[config.mk]
export PLATFORM = sky130hd
export DESIGN_NAME = pwm_capture_flat
export DESIGN_NICKNAME = d
export VERILOG_FILES = /design/src/rtl/pwm_pkg.sv /design/src/rtl/pwm_capture_if.sv /design/src/rtl/pwm_in_sync.sv /design/src/rtl/pwm_capture.sv /design/src/flat_wrapper.sv
export SDC_FILE = /design/constraint.sdc
export NUM_CORES = 1
export LEC_CHECK = 0
export ABC_AREA = 1
export BUFFER_PORTS_ARGS = -buffer_cell sky130_fd_sc_hd__buf_2
export CAP_MARGIN = 40
export CORE_AREA = 2 2 112 114
export DETAILED_ROUTE_END_ITERATION = 10
export DIE_AREA = 0 0 114 116
export PLACE_DENSITY = 0.67
export SYNTH_ARGS = -nofsm -noshare
export SYNTH_HDL_FRONTEND = slang
export SYNTH_SLANG_ARGS = --single-unit
[constraint.sdc]
create_clock -name clk -period 2.64 [get_ports clk]
set_input_delay 0.264 -clock clk [delete_from_list [all_inputs] [get_ports clk]]
set_output_delay 0.264 -clock clk [all_outputs]
set_load 0.03 [all_outputs]
[src/rtl/pwm_pkg.sv]
// Shared types and constants for the PWM capture block.
package pwm_pkg;

    localparam int unsigned SPEED_W   = 16;
    localparam int unsigned MIN_SPEED = 256;
    localparam logic [15:0] MAX_SPEED = 16'hFFFF;

    typedef logic [SPEED_W-1:0] speed_t;

    typedef enum logic [1:0] {
        WAIT_EDGE = 2'd0,
        ACT       = 2'd1,
        INACT     = 2'd2
    } cap_state_t;

    // Saturating 16-bit increment; measurement counters never wrap.
    function automatic logic [15:0] sat_inc(input logic [15:0] v);
        return (v == 16'hFFFF) ? v : v + 16'd1;
    endfunction

    // Scale an active-time count to a speed word, clamping at full scale.
    function automatic speed_t scale_speed(input logic [15:0] a, input int unsigned shift);
        logic [31:0] w;
        w = {16'b0, a} << shift;
        return (w > {16'b0, MAX_SPEED}) ? MAX_SPEED : w[15:0];
    endfunction

endpackage

[src/rtl/pwm_capture_if.sv]
// Result handoff bundle between the capture block and the speed pipeline.
interface pwm_capture_if;
    import pwm_pkg::*;

    logic   busy_in;
    speed_t speed_out;
    logic   speed_oe;
    logic   err_period;
    logic   sig_lost;

    modport master (
        input  busy_in,
        output speed_out,
        output speed_oe,
        output err_period,
        output sig_lost
    );

    modport slave (
        output busy_in,
        input  speed_out,
        input  speed_oe,
        input  err_period,
        input  sig_lost
    );

endinterface

[src/rtl/pwm_in_sync.sv]
// Pin synchronizer, polarity map to "active" and registered edge detector.
module pwm_in_sync #(
    parameter int unsigned SYNC_STAGES = 2,
    parameter bit          ACTIVE_LOW  = 1'b1
) (
    input  logic clk,
    input  logic rst_n,
    input  logic pwm_i,
    output logic act_o,
    output logic act_rise_o,
    output logic act_fall_o
);

    localparam logic ActLvl   = ACTIVE_LOW ? 1'b0 : 1'b1;
    localparam logic InactLvl = ~ActLvl;

    logic [SYNC_STAGES-1:0] sync_q;
    logic                   act_q;
    logic                   act_prev_q;

    // Metastability chain; resets to the inactive pin level so reset never looks like an edge.
    always_ff @(posedge clk or negedge rst_n) begin
        if (!rst_n) begin
            sync_q <= {SYNC_STAGES{InactLvl}};
        end else begin
            sync_q <= {sync_q[SYNC_STAGES-2:0], pwm_i};
        end
    end

    // Registered active level and its one-cycle-old copy for edge detection.
    always_ff @(posedge clk or negedge rst_n) begin
        if (!rst_n) begin
            act_q      <= 1'b0;
            act_prev_q <= 1'b0;
        end else begin
            act_q      <= (sync_q[SYNC_STAGES-1] == ActLvl);
            act_prev_q <= act_q;
        end
    end

    assign act_o      = act_q;
    assign act_rise_o = act_q & ~act_prev_q;
    assign act_fall_o = ~act_q & act_prev_q;

endmodule

[src/rtl/pwm_capture.sv]
// Decodes a fixed-period PWM pin into 16-bit speed words with period and loss checks.
module pwm_capture
    import pwm_pkg::*;
#(
    parameter int unsigned PERIOD_CLKS  = 256,
    parameter int unsigned PERIOD_SHIFT = 8,
    parameter int unsigned PERIOD_TOL   = 4,
    parameter int unsigned TIMEOUT_CLKS = 1024,
    parameter bit          ACTIVE_LOW   = 1'b1,
    parameter int unsigned SYNC_STAGES  = 2
) (
    input  logic clk,
    input  logic rst_n,
    input  logic pwm_in,
    pwm_capture_if.master cap_if
);

    localparam logic [15:0] PeriodW   = 16'(PERIOD_CLKS);
    localparam logic [15:0] TolW      = 16'(PERIOD_TOL);
    localparam logic [15:0] TimeoutM1 = 16'(TIMEOUT_CLKS - 1);

    logic act, act_rise, act_fall, any_edge;

    cap_state_t  state_q, state_d;
    logic [15:0] per_cnt_q, per_cnt_d;
    logic [15:0] act_cnt_q, act_cnt_d;
    logic [15:0] idle_cnt_q, idle_cnt_d;
    speed_t      result_q, result_d;
    logic        pending_q, pending_d;
    speed_t      speed_out_q, speed_out_d;
    logic        speed_oe_q, speed_oe_d;
    logic        err_q, err_d;
    logic        sig_lost_q, sig_lost_d;

    logic        timeout, eval_ok, new_valid, issue;
    speed_t      new_val;
    logic [15:0] per_diff;

    pwm_in_sync #(
        .SYNC_STAGES (SYNC_STAGES),
        .ACTIVE_LOW  (ACTIVE_LOW)
    ) u_sync (
        .clk        (clk),
        .rst_n      (rst_n),
        .pwm_i      (pwm_in),
        .act_o      (act),
        .act_rise_o (act_rise),
        .act_fall_o (act_fall)
    );

    assign any_edge = act_rise | act_fall;
    assign per_diff = (per_cnt_q >= PeriodW) ? (per_cnt_q - PeriodW) : (PeriodW - per_cnt_q);

    // Measurement FSM, timeout detection and result queuing.
    always_comb begin
        state_d    = state_q;
        per_cnt_d  = per_cnt_q;
        act_cnt_d  = act_cnt_q;
        idle_cnt_d = any_edge ? 16'd0 : sat_inc(idle_cnt_q);
        eval_ok    = 1'b0;
        err_d      = 1'b0;
        new_valid  = 1'b0;
        new_val    = '0;
        timeout    = !any_edge && (idle_cnt_q == TimeoutM1);

        unique case (state_q)
            WAIT_EDGE: begin
                if (act_rise) begin
                    per_cnt_d = 16'd1;
                    act_cnt_d = 16'd1;
                    state_d   = ACT;
                end
            end
            ACT: begin
                per_cnt_d = sat_inc(per_cnt_q);
                if (act) begin
                    act_cnt_d = sat_inc(act_cnt_q);
                end
                if (act_fall) begin
                    state_d = INACT;
                end
            end
            INACT: begin
                per_cnt_d = sat_inc(per_cnt_q);
                if (act_rise) begin
                    // per_cnt_q holds the exact rise-to-rise length of the finished period.
                    if (per_diff <= TolW) begin
                        eval_ok   = 1'b1;
                        new_valid = 1'b1;
                        new_val   = scale_speed(act_cnt_q, PERIOD_SHIFT);
                    end else begin
                        err_d = 1'b1;
                    end
                    per_cnt_d = 16'd1;
                    act_cnt_d = 16'd1;
                    state_d   = ACT;
                end
            end
            default: state_d = WAIT_EDGE;
        endcase

        if (timeout) begin
            state_d = WAIT_EDGE;
            // A dead inactive line asks downstream for a safe stop; stuck-active queues nothing.
            if (!act) begin
                new_valid = 1'b1;
                new_val   = '0;
            end
        end

        if (timeout) begin
            sig_lost_d = 1'b1;
        end else if (eval_ok) begin
            sig_lost_d = 1'b0;
        end else begin
            sig_lost_d = sig_lost_q;
        end
    end

    // Handoff: latest result wins; an issue in the same cycle as a new result keeps it pending.
    always_comb begin
        issue       = pending_q && !cap_if.busy_in;
        speed_oe_d  = issue;
        speed_out_d = issue ? result_q : speed_out_q;
        result_d    = new_valid ? new_val : result_q;
        if (new_valid) begin
            pending_d = 1'b1;
        end else if (issue) begin
            pending_d = 1'b0;
        end else begin
            pending_d = pending_q;
        end
    end

    // State and datapath registers.
    always_ff @(posedge clk or negedge rst_n) begin
        if (!rst_n) begin
            state_q     <= WAIT_EDGE;
            per_cnt_q   <= '0;
            act_cnt_q   <= '0;
            idle_cnt_q  <= '0;
            result_q    <= '0;
            pending_q   <= 1'b0;
            speed_out_q <= '0;
            speed_oe_q  <= 1'b0;
            err_q       <= 1'b0;
            sig_lost_q  <= 1'b1;
        end else begin
            state_q     <= state_d;
            per_cnt_q   <= per_cnt_d;
            act_cnt_q   <= act_cnt_d;
            idle_cnt_q  <= idle_cnt_d;
            result_q    <= result_d;
            pending_q   <= pending_d;
            speed_out_q <= speed_out_d;
            speed_oe_q  <= speed_oe_d;
            err_q       <= err_d;
            sig_lost_q  <= sig_lost_d;
        end
    end

    assign cap_if.speed_out  = speed_out_q;
    assign cap_if.speed_oe   = speed_oe_q;
    assign cap_if.err_period = err_q;
    assign cap_if.sig_lost   = sig_lost_q;

endmodule
[src/flat_wrapper.sv]
// flat-port wrapper written by rule: the top's interface ports become plain ports
module pwm_capture_flat import pwm_pkg::*;
#(
    parameter int unsigned PERIOD_CLKS  = 256,
    parameter int unsigned PERIOD_SHIFT = 8,
    parameter int unsigned PERIOD_TOL   = 4,
    parameter int unsigned TIMEOUT_CLKS = 1024,
    parameter bit          ACTIVE_LOW   = 1'b1,
    parameter int unsigned SYNC_STAGES  = 2
)
  (clk, rst_n, pwm_in, cap_if_busy_in, cap_if_speed_out, cap_if_speed_oe, cap_if_err_period, cap_if_sig_lost);
  pwm_capture_if cap_if_i ();
  input  logic clk;
  input  logic rst_n;
  input  logic pwm_in;
  input wire logic [$bits(cap_if_i.busy_in)-1:0] cap_if_busy_in;
  output wire logic [$bits(cap_if_i.speed_out)-1:0] cap_if_speed_out;
  output wire logic [$bits(cap_if_i.speed_oe)-1:0] cap_if_speed_oe;
  output wire logic [$bits(cap_if_i.err_period)-1:0] cap_if_err_period;
  output wire logic [$bits(cap_if_i.sig_lost)-1:0] cap_if_sig_lost;
  assign cap_if_i.busy_in = cap_if_busy_in;
  assign cap_if_speed_out = cap_if_i.speed_out;
  assign cap_if_speed_oe = cap_if_i.speed_oe;
  assign cap_if_err_period = cap_if_i.err_period;
  assign cap_if_sig_lost = cap_if_i.sig_lost;
  pwm_capture #(.PERIOD_CLKS(PERIOD_CLKS), .PERIOD_SHIFT(PERIOD_SHIFT), .PERIOD_TOL(PERIOD_TOL), .TIMEOUT_CLKS(TIMEOUT_CLKS), .ACTIVE_LOW(ACTIVE_LOW), .SYNC_STAGES(SYNC_STAGES)) u_core (.clk(clk), .rst_n(rst_n), .pwm_in(pwm_in), .cap_if(cap_if_i));
endmodule
# Word level (Yosys, flattened, before mapping)
# Index checks and enable logic that the tools add are counted.
# totals
reg_bits	90
in_bits	4
output_inout_bits	19
word_cells	85
# op_classes
add_sub_neg	5
order_cmp	3
eq_ne	13
muxes	32
bitwise	6
reduce_logical	13
# op_table
op	n
16-bit 2-to-1 mux	14
16-bit by 1-bit adder with 16-bit output, second input constant	3
16-bit equality test, second input constant	3
16-bit case mux with 3 select lines	1
16-bit case mux with 2 select lines	1
24-bit by 16-bit > comparator with 1-bit output, second input constant	1
16-bit by 10-bit equality test with 1-bit output, second input constant	1
16-bit by 9-bit >= comparator with 1-bit output, second input constant	1
16-bit by 3-bit <= comparator with 1-bit output, second input constant	1
16-bit by 9-bit subtractor with 16-bit output, second input constant	1
9-bit by 16-bit subtractor with 16-bit output, first input constant	1
1-bit 2-to-1 mux	12
2-bit 2-to-1 mux	3
2-bit by 1-bit inequality test with 1-bit output, second input constant	3
3-bit by 1-bit inequality test with 1-bit output, second input constant	2
2-bit nonzero test	3
2-bit inequality test, second input constant	2
2-bit case mux with 2 select lines	1
2-bit AND reduction	2
4-bit AND reduction	1
1-bit NOT	3
3-bit nonzero test	1
1-bit AND	2
2-bit by 1-bit equality test with 1-bit output, second input constant	1
6 further kinds	8

# Depth between registers and ports, before layout
# depth
word_depth	9
mapped_depth	16
ltp_nobuf	16

# Modules after synthesis
# Synthesis repeated with hierarchy kept, for this count alone.
# unflattened
cells_unflattened	634
area_unflattened_um2	4757.1
# modules_own_cells
mod	n_inst	cells_per_inst	area_each_um2	seq_area_each_um2
pwm_capture	1	625	4635.7	1803.0
pwm_in_sync	1	9	121.4	102.6

# Worst setup path before layout
# Ideal clock, no wire load.
# synth_path
path_kind	reg-to-reg
start	register u_core.per_cnt_q[0]
end	register u_core.result_q[10]
setup_time_ns	0.119
arrival_ns	1.945
required_ns	2.521
path_slack_ns	0.576
path_stages_with_launch	16
path_buffers	2
synth_period_minus_slack_ns	2.064
cell_sequence	dfrtp_1 inv_1 ha_1 nand3_2 nor2_1 nand2_1 nand2_2 buf_6 nand2_2 a21oi_2 nand2_2 nor2_4 nand4_2 buf_6 nand3_2 nand2_1
# synth_between
elab_chain_len	8
elab_cells_between_ends	15
classes_between	2 x add/sub; 2 x order compare; 11 x mux
# synth_rtl
item	line	source
start: declaration	pwm_capture.sv:25	logic [15:0] per_cnt_q, per_cnt_d;
start signal: assignment	pwm_capture.sv:150	per_cnt_q <= per_cnt_d;
9-bit by 16-bit subtractor with 16-bit output, or another cell as far along	pwm_capture.sv:52	assign per_diff = (per_cnt_q >= PeriodW) ? (per_cnt_q - PeriodW) : (PeriodW - per_cnt_q);
16-bit 2-to-1 mux *	pwm_capture.sv:52	
16-bit by 3-bit <= comparator with 1-bit output *	pwm_capture.sv:87	if (per_diff <= TolW) begin
16-bit 2-to-1 mux or 1-bit 2-to-1 mux (tied branches)	pwm_capture.sv:87	
16-bit 2-to-1 mux or 1-bit 2-to-1 mux (tied branches)	pwm_capture.sv:85	if (act_rise) begin
16-bit 2-to-1 mux or 1-bit 2-to-1 mux (tied branches)	pwm_capture.sv:66	unique case (state_q)
16-bit 2-to-1 mux or 1-bit 2-to-1 mux (tied branches)	pwm_capture.sv:105	if (!act) begin
16-bit 2-to-1 mux or 1-bit 2-to-1 mux (tied branches)	pwm_capture.sv:102	if (timeout) begin
end signal: assignment	pwm_capture.sv:153	result_q <= result_d;
end: declaration	pwm_capture.sv:28	speed_t result_q, result_d;
# Every way passes the cells marked *; elsewhere a longest branch is shown, timed or not.
# A chain may end at the register's enable or synchronous reset.

# Worst setup path in the final report
# layout_path
start	register u_core.per_cnt_q[0]
end	register u_core.result_q[13]
# The elaborated chain is that of the path after synthesis.

==> flow_summary.toml <==
[clock_network]
h-tree-depth = 3
clk_pin_slew_ns = 0.06
cts_buffers = 9
clockBufferDepth = 2
numClockSinks = 76
cts_tree = "done"
root_buffer = "clkbuf_16"
clkLatencyLatePin_ns = 0.34
cts_setup_buffers = 0

[power_and_ir_drop]
swShare_pct = 36.2
powerDensity_nw_per_um2 = 684
clkPwrFrac_pct = 34.2
ir_drop_v = 0.000377
p_int_mw = 2.31
power_frac_seq_pct = 36.0
power.switching_mw = 1.31
power.leakage_nw = 2.58
combPwrFrac_pct = 29.8

[finish]
layout.nets = 660
layout_common_cells = "160 x nand2_1, 73 x dfrtp_1, 69 x inv_1"
postLayoutCoreUtil_pct = 44.4
finalInstanceArea_um2 = 5290
drive_above_1_share_pct = 14.1
syn2layout_area_growth_pct = 11.7
fillers = 1168
mostFrequentLayoutCell = "nand2_1"
antenna-diode-count = 0

[placed_design]
place.gp.congestion = 0.932
io_buffers = 22
post_dp_cell_area_um2 = 4950
dp_hpwl_um = 7680
dp_slack_ns = 0.0357

[drt]
initialDrtViolationCount = 299
dr.pass1.iters = 7
wl_um = 10300
wl_per_cell_um = 13.0
antenna_left = 0
vias = 4136
vias_per_cell = 5.21
route.detailed.drc = 0

[synth]
ys_ff_latch = 76
ys_seq_area_share_pct = 40.2
yosysWarnings = 0
syn_nets = 637
ys_types = 42
synthFlopType = "dfrtp_1"
synth_top_family_by_area = "simple AND/OR/NAND/NOR gates"
synthArstFlopShare_pct = 100
syn_avg_cell_area_um2 = 7.65
synth-edff-count = 0
synth-simple-area-share_pct = 32.0
synth_fa_ha_area_share_pct = 3.70
synth_xor_area_share_pct = 3.70
synth_compound_gate_area_share_pct = 10.5
synth.mux.area_fraction_pct = 0
syn-cell-area_um2 = 4740
syn-instance-count = 619

[setup_path]
crit_chain = "inv_1, ha_2, nand3_2, nor2_1, nand2_1, nand2_4, inv_2, o21ai_0, nand2_1, nor2_2, nand4_2, nand3_2, nand2_1"
startpoint = "u_core.per_cnt_q[0]"
crit_cells = 13
cp_max_fo = 12
required_ns = 2.86
cpMaxStageDelayCell = "dfrtp_1"
arrival_ns = 2.60
rrSetupSlack_ns = 0.26
r2r_cells = 13
critPathKind = "reg2reg"
worstReg2RegStart = "u_core.per_cnt_q[0]"
critical-path-top-delay-family = "simple AND/OR/NAND/NOR gates"
critical_path.endpoint = "u_core.result_q[13]"
crit_path_end_kind = "flip-flop"
critPathLaunchType = "flip-flop"
r2r-end = "u_core.result_q[13]"
path_common_cell = "nand2_1"
max_stage_delay_ns = 0.43
path_buf_inv = 2

[sta]
max_freq_ghz = 0.420
period_share_pct = 90.2
whs_ns = 0.0235
hold_viol_final = 0
maxSlewViolCount = 0
rsz0062_at_grt = "no"
min_period_ns = 2.38
relSlewSlack_pct = 57.7
setup_tns_ns = 0
finalSetupViolCount = 0
post-route-worst-setup-slack_ns = 0.259
skew_ns = 0.00518
worstMarginPinSlew_ns = 0.633

[global_routing]
gr-max-usage-layer = "met2"
grt_util_met2_pct = 28.2
grt_use_met1_pct = 21.3
antenna_found_initial = 0
grt_max_degree = 43
overflow = 0
met3_usage_pct = 3.50
gr-usage-all-layers_pct = 16.7
grt_pass1_vias = 3965
grt_first_pass_wirelength_um = 17800

[job]
drv_cap = 0

[floorplanning]
core_um2 = 11900
io_pins = 23
die_w_um = 114
dieArea_um2 = 13200
row_count = 40
start_util_pct = 39.8
fp.dieH_um = 116

[hold_path]
hold_path.class = "in2reg"

[status]
outcome = "complete, no violations"
[routing by layer]
metal  up-vias  routed length (um)
li1       2079                   -
met1      1950                4880
met2        95                4920
met3        12                 392
met4         0                 140
met5         -                   0
[sequential cells by signal (all words and copies together), names as in the netlist]
| name | flops |
|---|---|
| u_core.result_q | 9 |
| u_core.cap_if.err_period | 1 |
| u_core.cap_if.speed_out | 9 |
| u_core.per_cnt_q | 16 |
| u_core.act_cnt_q | 16 |
| u_core.state_q | 2 |
| u_core.idle_cnt_q | 16 |
| u_core.cap_if.speed_oe | 1 |
| u_core.pending_q | 1 |
| u_core.u_sync.act_o | 1 |
| u_core.u_sync.sync_q | 2 |
| u_core.u_sync.act_prev_q | 1 |
| u_core.cap_if.sig_lost | 1 |
[area by class of cell]
class | count | area (um2) | share of cell area (%)
Timing Repair Buffer | 32 | 203 | 3.83
Clock buffer | 9 | 225 | 4.26
Tap cell | 147 | 184 | 3.48
Sequential cell | 76 | 1910 | 36.0
Inverter | 81 | 305 | 5.77
Clock inverter | 7 | 75.1 | 1.42
Multi-Input combinational cell | 442 | 2390 | 45.2
[synth_stat cells (all sizes together), types with 2 or more instances]
cell    instances  area share [%]
nand2         166              13
inv            76             6.0
dfrtp          73              39
nand3          54             7.0
nor2           52             5.1
o21ai          41             4.3
nand4          22             3.2
a21oi          21             2.3
buf            19             3.3
nor3           17             1.9
xor2           17             3.1
ha             14             3.7
nor4            7             1.1
o31ai           7             1.1
o22ai           6            0.79
clkinv          5            0.42
a31oi           4            0.53
dfstp           3             1.7
xnor2           3            0.55
a211oi          2            0.32
clkbuf          2            0.16
nor3b           2            0.32
o21a            2            0.32
[worst register-to-register path, delay by kind of cell (launching register included)]
kind	cells	cell delay (ns)
and+or+nand+nor	9	1.21
DFF	1	0.43
adders and majority gates	1	0.24
buffers and inverters	2	0.23
AOI/OAI and AO/OA	1	0.16
[kinds of logic (layout without fill, tap and decap cells)]
family,count (synthesis),after routing
XOR/XNOR,20,20
AO/OA/AOI/OAI,87,87
flip-flops,76,76
adder cells (fa/ha/maj),14,14
AND/OR/NAND/NOR,320,321
buffers and inverters,102,129
[worst min path at each step]
stage | slack, ns | start | cells after the start | end
global placement | 0.35 | u_core.u_sync.sync_q[0] | 0 | u_core.u_sync.sync_q[1]
finish | 0.02 | pwm_in | 1 | u_core.u_sync.sync_q[0]
global route | 0.01 | pwm_in | 1 | u_core.u_sync.sync_q[0]
detailed placement | 0.25 | rst_n | 1 | u_core.act_cnt_q[12]
floorplan | -0.03 | rst_n | 0 | u_core.act_cnt_q[0]
CTS | 0.01 | pwm_in | 1 | u_core.u_sync.sync_q[0]
[timing repair]
item | 4_1_cts | 5_1_grt
hold endpoints to repair | 33 | 0
endpoints found under the setup margin | 0 | 11
resized for setup | 0 | 4
hold buffers | 1 | 0
[through the flow]
stage	instances	power, mW
after global placement	775	2.33
after detailed placement	776	2.37
after floorplan	619	2.10
final	794	3.62
after CTS	793	3.63
after global routing	794	3.87
[power by group through the flow]
stage	Sequential [mW]	Clock (mW)	Combinational, mW
3_3_place_gp	1.32	0	1.01
6_report	1.30	1.24	1.08
3_5_place_dp	1.32	0	1.05
2_1_floorplan	1.30	0	0.798
4_1_cts	1.30	1.28	1.05
5_1_grt	1.31	1.33	1.23
Note: power is estimated with default switching activity, not from simulation.
